==> config.mk <==
export PLATFORM = sky130hd
export DESIGN_NAME = button_event_decoder
export DESIGN_NICKNAME = d
export VERILOG_FILES = /design/src/rtl/btn_pkg.sv /design/src/rtl/debounce_filter.sv /design/src/rtl/button_event_decoder.sv
export SDC_FILE = /design/constraint.sdc
export NUM_CORES = 1
export LEC_CHECK = 0
export BUFFER_PORTS_ARGS = -buffer_cell sky130_fd_sc_hd__buf_2
export CAP_MARGIN = 20
export CORE_UTILIZATION = 45
export CTS_CLUSTER_SIZE = 10
export DETAILED_ROUTE_END_ITERATION = 10
export PLACE_DENSITY = 0.61
export SYNTH_ARGS = -nofsm -noshare
export SYNTH_HDL_FRONTEND = slang
export SYNTH_HIERARCHICAL = 1
export SYNTH_SLANG_ARGS = --single-unit
==> constraint.sdc <==
create_clock -name clk -period 2 [get_ports clk]
set_clock_uncertainty 0.05 [all_clocks]
set_input_delay 0.4 -clock clk [delete_from_list [all_inputs] [get_ports clk]]
set_output_delay 0.4 -clock clk [all_outputs]
set_load 0.02 [all_outputs]
==> src/rtl/btn_pkg.sv <==
// Shared types for the push-button event decoder: FSM states and timer sizing.
// No logic of its own; no latency, no backpressure.
package btn_pkg;

    typedef enum logic [2:0] {
        IDLE,
        HELD1,
        LONG,
        GAP,
        HELD2
    } btn_state_t;

    // One spare bit above the larger limit so the saturating timer never wraps.
    function automatic int tmr_width(input int long_cycles, input int dclick_window);
        int m;
        m = (long_cycles > dclick_window) ? long_cycles : dclick_window;
        return $clog2(m) + 1;
    endfunction

endpackage

==> src/rtl/debounce_filter.sv <==
// Synchronises a raw pad and accepts a level change after DEBOUNCE_CYCLES stable samples.
// Latency 2 + DEBOUNCE_CYCLES for a clean edge; rise/fall are 1-cycle pulses; no backpressure.
module debounce_filter #(
    parameter int DEBOUNCE_CYCLES = 500,
    parameter bit ACTIVE_LOW      = 1'b0
) (
    input  logic clk,
    input  logic rst,
    input  logic raw,
    output logic level,
    output logic rise,
    output logic fall
);

    localparam int            CW       = $clog2(DEBOUNCE_CYCLES + 1);
    localparam logic [CW-1:0] CNT_LAST = CW'(DEBOUNCE_CYCLES - 1);

    logic          sync1;
    logic          sync2;
    logic          btn_s;
    logic [CW-1:0] cnt;

    assign btn_s = sync2 ^ ACTIVE_LOW;

    // Sync flops reset to the pad's released level so a held button is re-debounced.
    always_ff @(posedge clk or negedge rst) begin
        if (!rst) begin
            sync1 <= ACTIVE_LOW;
            sync2 <= ACTIVE_LOW;
            cnt   <= '0;
            level <= 1'b0;
            rise  <= 1'b0;
            fall  <= 1'b0;
        end else begin
            sync1 <= raw;
            sync2 <= sync1;
            rise  <= 1'b0;
            fall  <= 1'b0;
            if (btn_s == level) begin
                cnt <= '0;
            end else if (cnt == CNT_LAST) begin
                cnt   <= '0;
                level <= btn_s;
                rise  <= btn_s;
                fall  <= ~btn_s;
            end else begin
                cnt <= cnt + 1'b1;
            end
        end
    end

endmodule

==> src/rtl/button_event_decoder.sv <==
// Debounced push-button classifier: press/release, single/double click and long press pulses.
// Events are registered one cycle after their trigger; free-running input, no backpressure.
module button_event_decoder
    import btn_pkg::*;
#(
    parameter int DEBOUNCE_CYCLES = 500,
    parameter int LONG_CYCLES     = 5000,
    parameter int DCLICK_WINDOW   = 2000,
    parameter bit BTN_ACTIVE_LOW  = 1'b0
) (
    input  logic clk,
    input  logic rst,
    input  logic btn_raw,
    output logic btn_level,
    output logic press_pulse,
    output logic release_pulse,
    output logic single_click,
    output logic double_click,
    output logic long_press
);

    localparam int            TW        = tmr_width(LONG_CYCLES, DCLICK_WINDOW);
    localparam logic [TW-1:0] LONG_LAST = TW'(LONG_CYCLES - 1);
    localparam logic [TW-1:0] GAP_LAST  = TW'(DCLICK_WINDOW - 1);

    btn_state_t    state;
    btn_state_t    state_nxt;
    logic [TW-1:0] tmr;
    logic [TW-1:0] tmr_nxt;
    logic          single_nxt;
    logic          double_nxt;
    logic          long_nxt;

    debounce_filter #(
        .DEBOUNCE_CYCLES (DEBOUNCE_CYCLES),
        .ACTIVE_LOW      (BTN_ACTIVE_LOW)
    ) u_debounce (
        .clk   (clk),
        .rst   (rst),
        .raw   (btn_raw),
        .level (btn_level),
        .rise  (press_pulse),
        .fall  (release_pulse)
    );

    always_ff @(posedge clk or negedge rst) begin
        if (!rst) begin
            state        <= IDLE;
            tmr          <= '0;
            single_click <= 1'b0;
            double_click <= 1'b0;
            long_press   <= 1'b0;
        end else begin
            state        <= state_nxt;
            tmr          <= tmr_nxt;
            single_click <= single_nxt;
            double_click <= double_nxt;
            long_press   <= long_nxt;
        end
    end

    // Edges are tested before timer expiry so an edge on the expiry cycle wins.
    always_comb begin
        state_nxt  = state;
        tmr_nxt    = (tmr == '1) ? tmr : tmr + 1'b1;
        single_nxt = 1'b0;
        double_nxt = 1'b0;
        long_nxt   = 1'b0;
        case (state)
            IDLE: begin
                tmr_nxt = '0;
                if (press_pulse) state_nxt = HELD1;
            end
            HELD1: begin
                if (release_pulse) begin
                    state_nxt = GAP;
                    tmr_nxt   = '0;
                end else if (tmr == LONG_LAST) begin
                    state_nxt = LONG;
                    long_nxt  = 1'b1;
                end
            end
            LONG: begin
                tmr_nxt = '0;
                if (release_pulse) state_nxt = IDLE;
            end
            GAP: begin
                if (press_pulse) begin
                    state_nxt = HELD2;
                    tmr_nxt   = '0;
                end else if (tmr == GAP_LAST) begin
                    state_nxt  = IDLE;
                    single_nxt = 1'b1;
                end
            end
            HELD2: begin
                if (release_pulse) begin
                    state_nxt  = IDLE;
                    double_nxt = 1'b1;
                end else if (tmr == LONG_LAST) begin
                    state_nxt = LONG;
                    long_nxt  = 1'b1;
                end
            end
            default: state_nxt = IDLE;
        endcase
    end

endmodule
## Yosys cells after proc, flatten, opt, wreduce, memory -nomap -nowiden

Cells that the tools add are included.
Widths: inputs -> output; s select.

| operators by class | value |
|---|---|
| add/subtract/negate cells | 2 |
| eq/ne operators | 12 |
| mux-type cells | 26 |
| bitwise gates (word level) | 2 |
| reduce and logical (&&, ||, !) cells | 5 |

Operators by type and width:

| operator | number |
|---|---|
| $mux 14 | 3 |
| $pmux 14 s3 | 1 |
| $mux 3 | 7 |
| $mux 9 | 2 |
| $pmux 3 s5 | 1 |
| $add 14x1->14 const B | 1 |
| $eq 14x11->1 const B | 1 |
| $eq 14x13->1 const B | 1 |
| $eq 14x14->1 const B | 1 |
| $mux 1 | 12 |
| $add 9x1->9 const B | 1 |
| $eq 9x9->1 const B | 1 |
| $eq 3x2->1 const B | 2 |
| $ne 2x1->1 const B | 2 |
| $reduce_or 2->1 | 2 |
| $eq 3x1->1 const B | 1 |
| $eq 3x3->1 const B | 1 |
| $logic_not 3->1 | 1 |
| $ne 3x2->1 const B | 1 |
| $reduce_and 3->1 | 1 |
| $not 1->1 | 2 |
| $reduce_and 2->1 | 1 |
| $eq 1x1->1 | 1 |

| storage, ports and cells | value |
|---|---|
| register bits | 34 |
| bits of input ports | 3 |
| output and inout port bits | 6 |

## Depth between registers and ports, before layout

Gate-level depths: netlist of the first run.

| depth | value |
|---|---|
| depth in word-level cells | 4 |
| depth in mapped cells | 6 |
| gate-level depth less buffers | 4 |

## By module

Netlist of the first run, hierarchy kept.

By module, submodules not included:

| module | times used | cells an instance | area each (um^2) |
|---|---|---|---|
| button_event_decoder | 1 | 120 | 1136.1 |
| debounce_filter | 1 | 64 | 701.9 |

## Worst setup path after synthesis of the first run

Ideal clock, no wire load.

| path | value |
|---|---|
| path kind | register to register |
| from | register tmr[0] |
| to | register tmr[13] |
| arrival | 1.479 ns |
| slack | 0.351 ns |
| stages on the path, launching flop included | 5 |
| clock period less this slack | 1.649 ns |
| cell sequence | dfrtp_1 -> ha_1 -> and2_1 -> or4_1 -> o211a_1 |

| between the ends | value |
|---|---|
| longest elaborated chain between the ends | 4 |
| elaborated cells between the ends (all ways) | 6 |

RTL lines:

| element | line | text |
|---|---|---|
| start, declared | button_event_decoder.sv:28 | `logic [TW-1:0] tmr;` |
| start signal, assigned | button_event_decoder.sv:55 | `tmr <= tmr_nxt;` |
| $add 14x1->14 / $eq 14x14->1 (equally long branches) | button_event_decoder.sv:65 | `tmr_nxt = (tmr == '1) ? tmr : tmr + 1'b1;` |
| $mux 14 * | button_event_decoder.sv:65 |  |
| $mux 14, on equally long branches | button_event_decoder.sv:88, button_event_decoder.sv:75 |  |
| $pmux 14 s3 * | button_event_decoder.sv:69 | `case (state)` |
| named net tmr_nxt[13] | button_event_decoder.sv:29 | `logic [TW-1:0] tmr_nxt;` |

Mark *: on every way through the listed nets, which the timed path passes. The rest lies on a longest branch.
A chain may end at the register's enable or synchronous reset.

## Worst setup path in the final report of the first run

| path | value |
|---|---|
| from | register tmr[6] |
| to | register state[0] |

| between the ends | value |
|---|---|
| longest elaborated chain between the ends | 4 |
| elaborated cells between the ends (all ways) | 8 |

RTL lines:

| element | line | text |
|---|---|---|
| $eq 14x13->1 | button_event_decoder.sv:78, button_event_decoder.sv:100 |  |
| $mux 3 | n/a |  |
| $mux 3, on equally long branches | n/a |  |
| $pmux 3 s5 | n/a |  |
| end signal, assigned | button_event_decoder.sv:54 | `state <= state_nxt;` |
| end, declared | button_event_decoder.sv:26 | `btn_state_t state;` |

Parallel ways exist; a longest one is shown, timed or not.

==> out/summary.json, run 1 <==
{
  "initial_utilization_pct": 48.4,
  "cts.repair.resized": 0,
  "layout_min_cycle_time_ps": 1740,
  "grt_start_max_net_pins": 35,
  "die_h_um": 65.9,
  "total_power_mw": 1.25,
  "detailed_placer_s_ending_hpwl_um": 2630,
  "max_slew_margin_pct": 49.4,
  "cts-buffers-inserted": 5,
  "report.final.slew_viol_count": 0,
  "die_footprint_um2": 4340,
  "r2r-end": "state[0]",
  "endpoint": "state[0]",
  "r2r_cells": 4,
  "worst_setup_path_startpoint": "tmr[6]",
  "power.density_cell_area_nw_per_um2": 621,
  "pwr-share-seq_pct": 56.1,
  "detail_route.vias_per_cell": 6.11,
  "start_kind": "flip-flop",
  "timing.hold.worst.class": "in2async",
  "detailedRoute.firstIterationViolations": 135,
  "synthCells": 184,
  "clkSinkCount": 34,
  "p_int_uw": 981,
  "routedLengthMet1_um": 1720,
  "maxUsedRoutingLayer": "met4",
  "outcome": "completed",
  "setup_repair_after_global_routing_missed_its_margin": "no",
  "ys_ff_latch": 34,
  "cts_htree_levels": 2,
  "routed-wl-met2_um": 1810,
  "peakVddDrop_mv": 0.404,
  "finalCritPeriodShare_pct": 87.2,
  "worst_ep_arrival_time_ps": 1840,
  "worstReg2RegStart": "tmr[6]",
  "io_pins": 9,
  "clkTransAtPathRegs_ps": 70,
  "routedWlPerCell_um": 15.3,
  "crit_fanout": 7,
  "maxClockFrequency_mhz": 574,
  "number_of_antenna_violations_at_the_first_check_in_global_routing": 0,
  "syn_to_final_growth_pct": 9.80,
  "quantity_of_hold_fixing_buffers_added_after_cts": 0,
  "timing.critical_path.to_type": "flip-flop",
  "design.core.area_um2": 3800,
  "netlist-cell-type-count": 52,
  "layout.nets": 201,
  "setup_total_negative_slack_ps": 0,
  "synth_enable_flop_cells": 0,
  "clk_latency_ps": 280,
  "maxCapViolations": 0,
  "first_global_vias": 1470,
  "synth_nets": 189,
  "cts_tree": "done",
  "diodes": 0,
  "synthesized_cell_area_um2": 1840,
  "dr_total_vias": 1498,
  "seq_area_frac_synth_pct": 46.3,
  "drive_above_1_share_pct": 15.2,
  "comb_power_share_pct": 2.6,
  "total_switching_power_uw": 273,
  "dr.pass1.iters": 4,
  "final_wirelength_um": 3750,
  "place.gp.congestion": 0.849,
  "postCtsSetupBuffers": 0,
  "grt.total_usage_pct": 19.4,
  "worst-endpoint-required_ps": 2090,
  "synth-main-ff-cell": "dfrtp_1",
  "synth-async-reset-ratio_pct": 100,
  "max-clock-path-buffers": 2,
  "clock_power_share_pct": 41.3,
  "timing.setup.critical_path_class": "reg2reg",
  "drcViolationCount": 0,
  "postSynthAreaPerCell_um2": 9.99,
  "hold_viol": 0,
  "clk_root_buffer_cell": "clkbuf_8",
  "antenna_violating_nets_post_route": 0,
  "netSwitchingFraction_pct": 21.8,
  "final-setup-viol-count": 0,
  "placement.io_buffers": 8,
  "setup.reg_to_reg.worst_slack_ps": 260,
  "synth-warning-count": 6,
  "globalRouteOverflowTotal": 0,
  "wl_met3_um": 157,
  "global_route_wire_length_before_repair_um": 6380,
  "tightestPinTransition_ps": 758,
  "leakage_nw": 0.851,
  "chipWidth_um": 65.9,
  "floorplan_row_count": 22
}
-- metrics by stage --
step / util, % / worst slack, ps / hold WS, ps / instance area, um2 / instances
2_1_floorplan: - / 351 / 54.4 / 1840 / 184
3_3_place_gp: 50.7 / 318 / 287 / 1930 / 237
3_5_place_dp: 50.7 / 285 / 309 / 1930 / 237
4_1_cts: 53.1 / 268 / 162 / 2020 / 245
5_1_grt: 53.1 / 115 / 154 / 2020 / 245
6_report: 53.1 / 257 / 134 / 2020 / 245
-- layout make-up --
class | instances | area (um2)
Fill cell | 346 | 1780
Multi-Input combinational cell | 138 | 931
Sequential cell | 34 | 851
Clock buffer | 7 | 86.3
Timing Repair Buffer | 11 | 62.6
Tap cell | 48 | 60.1
Inverter | 6 | 22.5
Clock inverter | 1 | 5.00
-- cell families (layout without fill, tap and decap cells) --
family / Yosys count / in the layout / share of synthesized area [%]
mux: 3 / 3 / 1.91
simple gates: 82 / 82 / 28.2
fa+ha+maj: 2 / 2 / 1.36
flops: 34 / 34 / 46.3
compound gates: 49 / 49 / 18.2
xor+xnor: 2 / 2 / 0.953
buf+inv: 12 / 25 / 3.06
-- worst min path at each step --
stage	end	slack, ps	cells past startpoint
after global placement	u_debounce/btn_s	290	0
after detailed placement	u_debounce/btn_s	310	0
after global routing	u_debounce/sync1	150	1
final	state[1]	130	1
after CTS	state[2]	160	1
after floorplan	double_click	50	0
-- routing by layer --
metal / vias up / GRT usage (%)
met2: 34 / 32.4
met1: 733 / 23.4
li1: 724 / -
met4: 0 / 9.51
met3: 7 / 4.48
met5: - / 0
-- cell usage in the layout, fill, tap and decap left out, types with 2 or more instances in the layout --
cell type  instances
dfrtp_1           34
nand2_1           18
o21ai_0           11
a21oi_1           10
nand3_1            8
buf_2              8
a31oi_1            6
inv_1              6
nor2_1             6
nor3b_1            6
clkbuf_8           6
nor2b_1            5
or3_1              4
nor4_1             4
nand4_1            4
and2_1             3
nor3_1             3
and3_1             3
a2111o_1           3
o41ai_1            3
a211oi_1           3
buf_4              3
nand2b_1           2
and4_4             2
and4_1             2
a31o_2             2
mux2i_1            2
o31ai_1            2
ha_1               2
a211o_1            2
-- state kept, by name, summed over array words and instances, names as in the netlist --
name and cells:
double_click 1, long_press 1, single_click 1, state 3, tmr 14, u_debounce/btn_s 1
u_debounce/cnt 9, u_debounce/fall 1, u_debounce/level 1, u_debounce/rise 1, u_debounce/sync1 1
-- critical path: stages (launching register included) --
cell and delay (ps):
dfrtp_1 420, and4_1 290, nand2_1 160, o41ai_1 530, o41ai_1 160
-- power by group through the flow --
stage | Combinational (mW) | Clock (mW) | Sequential (mW)
CTS | 0.0340 | 0.535 | 0.703
finish | 0.0323 | 0.518 | 0.703
global placement | 0.0327 | 0 | 0.716
detailed placement | 0.0338 | 0 | 0.716
global route | 0.0381 | 0.563 | 0.704
floorplan | 0.0190 | 0 | 0.712
-- Yosys cell counts (all sizes together), types with 2 or more instances --
library cell,instances,area share [%]
dfrtp,34,46
nand2,19,4.3
a21oi,11,3.2
o21ai,11,3.0
nand3,9,3.1
a31oi,6,2.0
inv,6,1.2
nor2,6,1.2
nor2b,6,2.5
nor3b,6,2.5
buf,5,1.6
nand4,5,2.0
and4,4,2.2
nor4,4,1.4
or3,4,1.4
a2111o,3,1.8
a211oi,3,1.2
and2,3,1.0
and3,3,1.0
nor3,3,0.82
o41ai,3,1.4
a211o,2,0.95
a31o,2,0.95
and3b,2,1.0
ha,2,1.4
mux2i,2,1.1
nand2b,2,0.68
o31ai,2,0.82
or4,2,1.0
(Power assumes the default switching activity.)
==> inputs of run 2 (changes only) <==
- CORE_UTILIZATION: 45 -> 35
- PLACE_DENSITY: 0.61 -> 0.49
- clock period: 2 -> 2.2 ns (I/O delays scaled with it)
==> out/summary.json, run 2 (synthesis results as in run 1) <==
{
  "multi_input_logic_area": {"value": 931, "unit": "um2", "change": "unchanged"},
  "maxClockFrequency": {"value": 527, "unit": "MHz", "change": "-8.1%"},
  "dr_total_vias": {"value": 1451, "change": "-3.1%"},
  "worst-endpoint-required": {"value": 2330, "unit": "ps", "change": "+240 ps"},
  "mostFrequentLayoutCell": "dfrtp_1",
  "layout_top_registers": "tmr x14, u_debounce/cnt x9, state x3",
  "detailedRoute.firstIterationViolations": {"value": 79, "change": "-41%"},
  "number_of_antenna_violations_at_the_first_check_in_global_routing": {"value": 0, "change": "unchanged"},
  "postCtsSetupBuffers": {"value": 0, "change": "unchanged"},
  "finish.cell_count_without_fillers": {"value": 265, "change": "+8.2%"},
  "drcViolationCount": {"value": 0, "change": "unchanged"},
  "timing.hold.worst.class": "in2async",
  "clkTransAtPathRegs": {"value": 80, "unit": "ps", "change": "about the same"},
  "r2r_cells": {"value": 4, "change": "unchanged"},
  "setup.reg_to_reg.worst_slack": {"value": 300, "unit": "ps", "change": "+50 ps"},
  "floorplan_row_count": {"value": 26, "change": "+18%"},
  "setup_slack": {"value": 304, "unit": "ps", "change": "+47.1 ps"},
  "timing.setup.critical_path_class": "reg2reg",
  "final_wirelength": {"value": 3640, "unit": "um", "change": "-2.8%"},
  "worst_ep_arrival_time": {"value": 2020, "unit": "ps", "change": "+180 ps"},
  "report.final.slew_viol_count": {"value": 0, "change": "unchanged"},
  "number_of_placed_instances_taps_included": {"value": 257, "change": "+8.4%"},
  "quantity_of_hold_fixing_buffers_added_after_cts": {"value": 0, "change": "unchanged"},
  "endpoint": "tmr[13]",
  "chipWidth": {"value": 74.5, "unit": "um", "change": "+13%"},
  "io_pins": {"value": 9, "change": "unchanged"},
  "global_route_wire_length_before_repair": {"value": 6210, "unit": "um", "change": "-2.6%"},
  "maxCapViolations": {"value": 0, "change": "unchanged"},
  "detailedPlace.worstSlack": {"value": 313, "unit": "ps", "change": "+28.8 ps"},
  "layout.nets": {"value": 199, "change": "-1.0%"},
  "die_footprint": {"value": 5550, "unit": "um2", "change": "+28%"},
  "clk_root_buffer_cell": "clkbuf_8",
  "worst_setup_path_startpoint": "tmr[0]",
  "worstReg2RegStart": "tmr[0]",
  "max_slew_margin": {"value": 49.8, "unit": "%", "change": "+0.41 points"},
  "placement.io_buffers": {"value": 8, "change": "unchanged"},
  "leakage": {"value": 0.863, "unit": "nW", "change": "+1.4%"},
  "flip_flop_count_of_the_largest_register_after_layout": {"value": 14, "change": "unchanged"},
  "cts.repair.resized": {"value": 0, "change": "unchanged"},
  "layout_min_cycle_time": {"value": 1900, "unit": "ps", "change": "+153 ps"},
  "cts-buffers-inserted": {"value": 5, "change": "unchanged"},
  "dr.pass1.iters": {"value": 4, "change": "unchanged"},
  "die_h": {"value": 74.5, "unit": "um", "change": "+13%"},
  "grt_start_max_net_pins": {"value": 35, "change": "unchanged"},
  "globalRouteOverflowTotal": {"value": 0, "change": "unchanged"},
  "setup_total_negative_slack": {"value": 0, "unit": "ps", "change": "unchanged"},
  "final-setup-viol-count": {"value": 0, "change": "unchanged"},
  "layout_common_cells": "dfrtp_1 (34), nand2_1 (18), o21ai_0 (11), a21oi_1 (10)",
  "start_kind": "flip-flop",
  "detail_route.vias_per_cell": {"value": 5.48, "change": "-10%"},
  "finalCritPeriodShare": {"value": 86.2, "unit": "%", "change": "-0.97 points"},
  "syn_to_final_growth_pct": 13.3,
  "drive_above_1_share": {"value": 14.9, "unit": "%", "change": "-0.36 points"},
  "register_with_the_most_flip_flops": "tmr",
  "layout.filler_cells": {"value": 520, "change": "+50%"},
  "max-clock-path-buffers": {"value": 2, "change": "unchanged"},
  "routedWlPerCell": {"value": 13.7, "unit": "um", "change": "-10%"},
  "cts_tree": "done",
  "timing.critical_path.to_type": "flip-flop",
  "peakVddDrop": {"value": 0.218, "unit": "mV", "change": "-46%"},
  "grt.total_usage": {"value": 14.9, "unit": "%", "change": "-4.6 points"},
  "power.density_cell_area": {"value": 665, "unit": "nW/um2", "change": "+7.1%"},
  "diodes": {"value": 0, "change": "unchanged"},
  "cts_htree_levels": {"value": 2, "change": "unchanged"},
  "hold_viol": {"value": 0, "change": "unchanged"},
  "initial_utilization": {"value": 36.2, "unit": "%", "change": "-12 points"},
  "sequential_cell_area": {"value": 851, "unit": "um2", "change": "unchanged"},
  "clkSinkCount": {"value": 34, "change": "unchanged"},
  "detailed_placer_s_ending_hpwl": {"value": 2540, "unit": "um", "change": "-3.4%"},
  "crit_fanout": {"value": 14, "change": "+7"},
  "r2r-end": "tmr[13]",
  "antenna_violating_nets_post_route": {"value": 0, "change": "unchanged"},
  "whs": {"value": 166, "unit": "ps", "change": "+32.0 ps"},
  "setup_repair_after_global_routing_missed_its_margin": "no",
  "first_global_vias": {"value": 1358, "change": "-7.6%"},
  "tightestPinTransition": {"value": 752, "unit": "ps", "change": "-6.19 ps"},
  "layout.core_utilization": {"value": 41.0, "unit": "%", "change": "-12 points"},
  "place.gp.congestion": {"value": 0.910, "change": "+7.1%"},
  "clk_latency": {"value": 290, "unit": "ps", "change": "about the same"},
  "design.core.area": {"value": 5070, "unit": "um2", "change": "+34%"},
  "outcome": "completed"
}
==> run 2: layout make-up <==
cell class / count / area share (%)
Clock inverter: 2 / 2.88
Timing Repair Buffer: 9 / 2.28
Sequential cell: 34 / 40.9
Clock buffer: 6 / 3.97
Inverter: 6 / 1.08
Tap cell: 70 / 4.21
Multi-Input combinational cell: 138 / 44.7
==> run 2: per-layer routing <==
layer	global-route usage, %	vias up	wire (um)
met5	0	-	0
met4	5.45	0	46
met3	4.07	6	146
met2	23.1	25	1780
met1	19.7	709	1670
li1	-	711	-
==> run 2: worst min path at each step <==
stage                             to  depth (start not counted)  slack [ps]
finish                    long_press                          1         170
CTS                       long_press                          1         200
global route        u_debounce/sync1                          1         200
global placement    u_debounce/btn_s                          0         280
detailed placement  u_debounce/btn_s                          0         300
floorplan               double_click                          0          90
==> run 2: worst max-delay path, stage by stage (launching register included) <==
cell	delay, ps
dfrtp_1	400
ha_1	310
and2_1	330
or4_1	570
o211a_1	140
==> run 2: metrics by stage <==
step,cell area (um2),power [mW]
4_1_cts,2080,1.41
3_3_place_gp,1940,0.681
5_1_grt,2080,1.44
3_5_place_dp,1940,0.682
2_1_floorplan,1840,0.665
6_report,2080,1.39
==> run 2: power by group <==
| group | internal, mW | switching [mW] | leakage (nW) |
|---|---|---|---|
| combinational | 0.00835 | 0.0209 | 0.324 |
| clock | 0.483 | 0.234 | 0.0714 |
| sequential | 0.631 | 0.00810 | 0.468 |
| total | 1.12 | 0.263 | 0.863 |
==> inputs of run 3 (changes only) <==
- CAP_MARGIN: 20 -> unset
- CELL_PAD_IN_SITES_DETAIL_PLACEMENT: unset -> 1
- CELL_PAD_IN_SITES_GLOBAL_PLACEMENT: unset -> 1
- CORE_MARGIN: unset -> 2
- PLACE_DENSITY: 0.49 -> 0.6
==> out/summary.json, run 3 (synthesis results as in run 1) <==
{
  "layout.core_utilization": {"value": 41.2, "unit": "%", "change": "+0.15 points"},
  "outcome": "completed",
  "dr.pass1.iters": {"value": 4, "change": "unchanged"},
  "postCtsSetupBuffers": {"value": 0, "change": "unchanged"},
  "die_h": {"value": 76.5, "unit": "um", "change": "+2.7%"},
  "final-setup-viol-count": {"value": 0, "change": "unchanged"},
  "crit_fanout": {"value": 14, "change": "unchanged"},
  "tightestPinTransition": {"value": 755, "unit": "ps", "change": "+2.71 ps"},
  "max_slew_margin": {"value": 49.7, "unit": "%", "change": "-0.18 points"},
  "finalCritPeriodShare": {"value": 82.3, "unit": "%", "change": "-3.9 points"},
  "antenna_violating_nets_post_route": {"value": 0, "change": "unchanged"},
  "cts.repair.resized": {"value": 0, "change": "unchanged"},
  "worst-endpoint-required": {"value": 2360, "unit": "ps", "change": "+30 ps"},
  "setup_total_negative_slack": {"value": 0, "unit": "ps", "change": "unchanged"},
  "syn_to_final_growth_pct": 13.7,
  "grt_start_max_net_pins": {"value": 35, "change": "unchanged"},
  "grt.total_usage": {"value": 16.1, "unit": "%", "change": "+1.2 points"},
  "register_with_the_most_flip_flops": "tmr",
  "mostFrequentLayoutCell": "dfrtp_1",
  "initial_utilization": {"value": 36.2, "unit": "%", "change": "unchanged"},
  "io_pins": {"value": 9, "change": "unchanged"},
  "clk_root_buffer_cell": "clkbuf_8",
  "clk_latency": {"value": 290, "unit": "ps", "change": "about the same"},
  "number_of_antenna_violations_at_the_first_check_in_global_routing": {"value": 0, "change": "unchanged"},
  "hold_viol": {"value": 0, "change": "unchanged"},
  "place.gp.congestion": {"value": 0.804, "change": "-12%"},
  "timing.critical_path.to_type": "flip-flop",
  "design.core.area": {"value": 5070, "unit": "um2", "change": "unchanged"},
  "flip_flop_count_of_the_largest_register_after_layout": {"value": 14, "change": "unchanged"},
  "start_kind": "flip-flop",
  "detailedRoute.firstIterationViolations": {"value": 44, "change": "-44%"},
  "first_global_vias": {"value": 1584, "change": "+17%"},
  "max-clock-path-buffers": {"value": 2, "change": "unchanged"},
  "layout_top_registers": "tmr x14, u_debounce/cnt x9, state x3",
  "cts_tree": "done",
  "diodes": {"value": 0, "change": "unchanged"},
  "layout_min_cycle_time": {"value": 1810, "unit": "ps", "change": "-85.0 ps"},
  "dr_total_vias": {"value": 1519, "change": "+4.7%"},
  "maxClockFrequency": {"value": 552, "unit": "MHz", "change": "+4.7%"},
  "global_route_wire_length_before_repair": {"value": 7570, "unit": "um", "change": "+22%"},
  "clkSinkCount": {"value": 34, "change": "unchanged"},
  "chipWidth": {"value": 76.5, "unit": "um", "change": "+2.7%"},
  "quantity_of_hold_fixing_buffers_added_after_cts": {"value": 0, "change": "unchanged"},
  "drcViolationCount": {"value": 0, "change": "unchanged"},
  "clkTransAtPathRegs": {"value": 70, "unit": "ps", "change": "about the same"},
  "layout.filler_cells": {"value": 594, "change": "+14%"},
  "maxCapViolations": {"value": 0, "change": "unchanged"},
  "cts_htree_levels": {"value": 2, "change": "unchanged"},
  "placement.io_buffers": {"value": 8, "change": "unchanged"},
  "timing.setup.critical_path_class": "reg2reg",
  "worst_ep_arrival_time": {"value": 1970, "unit": "ps", "change": "-50 ps"},
  "layout_common_cells": "dfrtp_1 (34), nand2_1 (18), o21ai_0 (11), a21oi_1 (10)",
  "peakVddDrop": {"value": 0.350, "unit": "mV", "change": "+60%"},
  "floorplan_row_count": {"value": 26, "change": "unchanged"},
  "globalRouteOverflowTotal": {"value": 0, "change": "unchanged"},
  "report.final.slew_viol_count": {"value": 0, "change": "unchanged"},
  "timing.hold.worst.class": "in2async",
  "die_footprint": {"value": 5850, "unit": "um2", "change": "+5.4%"},
  "layout.nets": {"value": 200, "change": "+0.50%"},
  "detailed_placer_s_ending_hpwl": {"value": 2970, "unit": "um", "change": "+17%"},
  "leakage": {"value": 0.868, "unit": "nW", "change": "+0.63%"},
  "final_wirelength": {"value": 4280, "unit": "um", "change": "+18%"},
  "detail_route.vias_per_cell": {"value": 5.71, "change": "+4.3%"},
  "cts-buffers-inserted": {"value": 5, "change": "unchanged"},
  "setup_repair_after_global_routing_missed_its_margin": "no",
  "routedWlPerCell": {"value": 16.1, "unit": "um", "change": "+17%"},
  "power.density_cell_area": {"value": 667, "unit": "nW/um2", "change": "+0.18%"},
  "drive_above_1_share": {"value": 15.3, "unit": "%", "change": "+0.43 points"}
}
[run 3: cell count changes in the layout (fill, tap and decap cells not counted)]
cell   before  now
buf_4       1    2
[run 3: stage by stage]
stage | cells | power [mW] | instance area, um2 | worst slack (ps) | hold slack (ps)
6_report | 266 | 1.39 | 2090 | 389 | 161
5_1_grt | 266 | 1.45 | 2090 | 275 | 192
4_1_cts | 266 | 1.41 | 2090 | 395 | 192
3_5_place_dp | 258 | 0.685 | 1950 | 442 | 313
3_3_place_gp | 258 | 0.681 | 1950 | 489 | 289
2_1_floorplan | 184 | 0.665 | 1840 | 551 | 94.4
[run 3: per-layer routing]
| layer | wire (um) | up-vias | share of wire (%) | global-route usage, % |
|---|---|---|---|---|
| met5 | 0 | - | 0 | 0 |
| met1 | 1990 | 772 | 46 | 19.5 |
| met2 | 2090 | 20 | 49 | 27.4 |
| met3 | 135 | 6 | 3.2 | 4.15 |
| met4 | 68 | 0 | 1.6 | 6.00 |
| li1 | - | 721 | - | - |
[run 3: worst paths after layout]
check | depth (start not counted) | slack [ps] | from | endpoint
setup reg to reg | 4 | 390 | tmr[12] | tmr[8]
hold / removal | 1 | 160 | rst | double_click
setup / recovery | 4 | 390 | tmr[12] | tmr[8]
min in group clk | 1 | 210 | btn_raw | u_debounce/sync1
max in group asynchronous | 1 | 1450 | rst | tmr[6]
hold reg to reg | 0 | 320 | u_debounce/sync1 | u_debounce/btn_s
[run 3: cell type report]
| type | count | area (um2) | share of cell area [%] |
|---|---|---|---|
| well taps | 70 | 87.6 | 4.19 |
| flip-flops and latches | 34 | 851 | 40.7 |
| clock inverters | 2 | 60.1 | 2.87 |
| repair buffers | 10 | 55.1 | 2.63 |
| multi-input cells | 138 | 931 | 44.6 |
| inverters | 6 | 22.5 | 1.08 |
| clock buffers | 6 | 82.6 | 3.95 |
[run 3: critical path, stage by stage (launching register included)]
cell     delay (ps)
dfrtp_1         450
and3_1          250
and3_1          340
or4_4           470
a21oi_2         170
[run 3: report_power, final]
part	switching, mW	internal [mW]	total [mW]
clock network	0.239	0.483	0.722
logic	0.0222	0.00871	0.0309
registers	0.00883	0.631	0.640
total	0.270	1.12	1.39
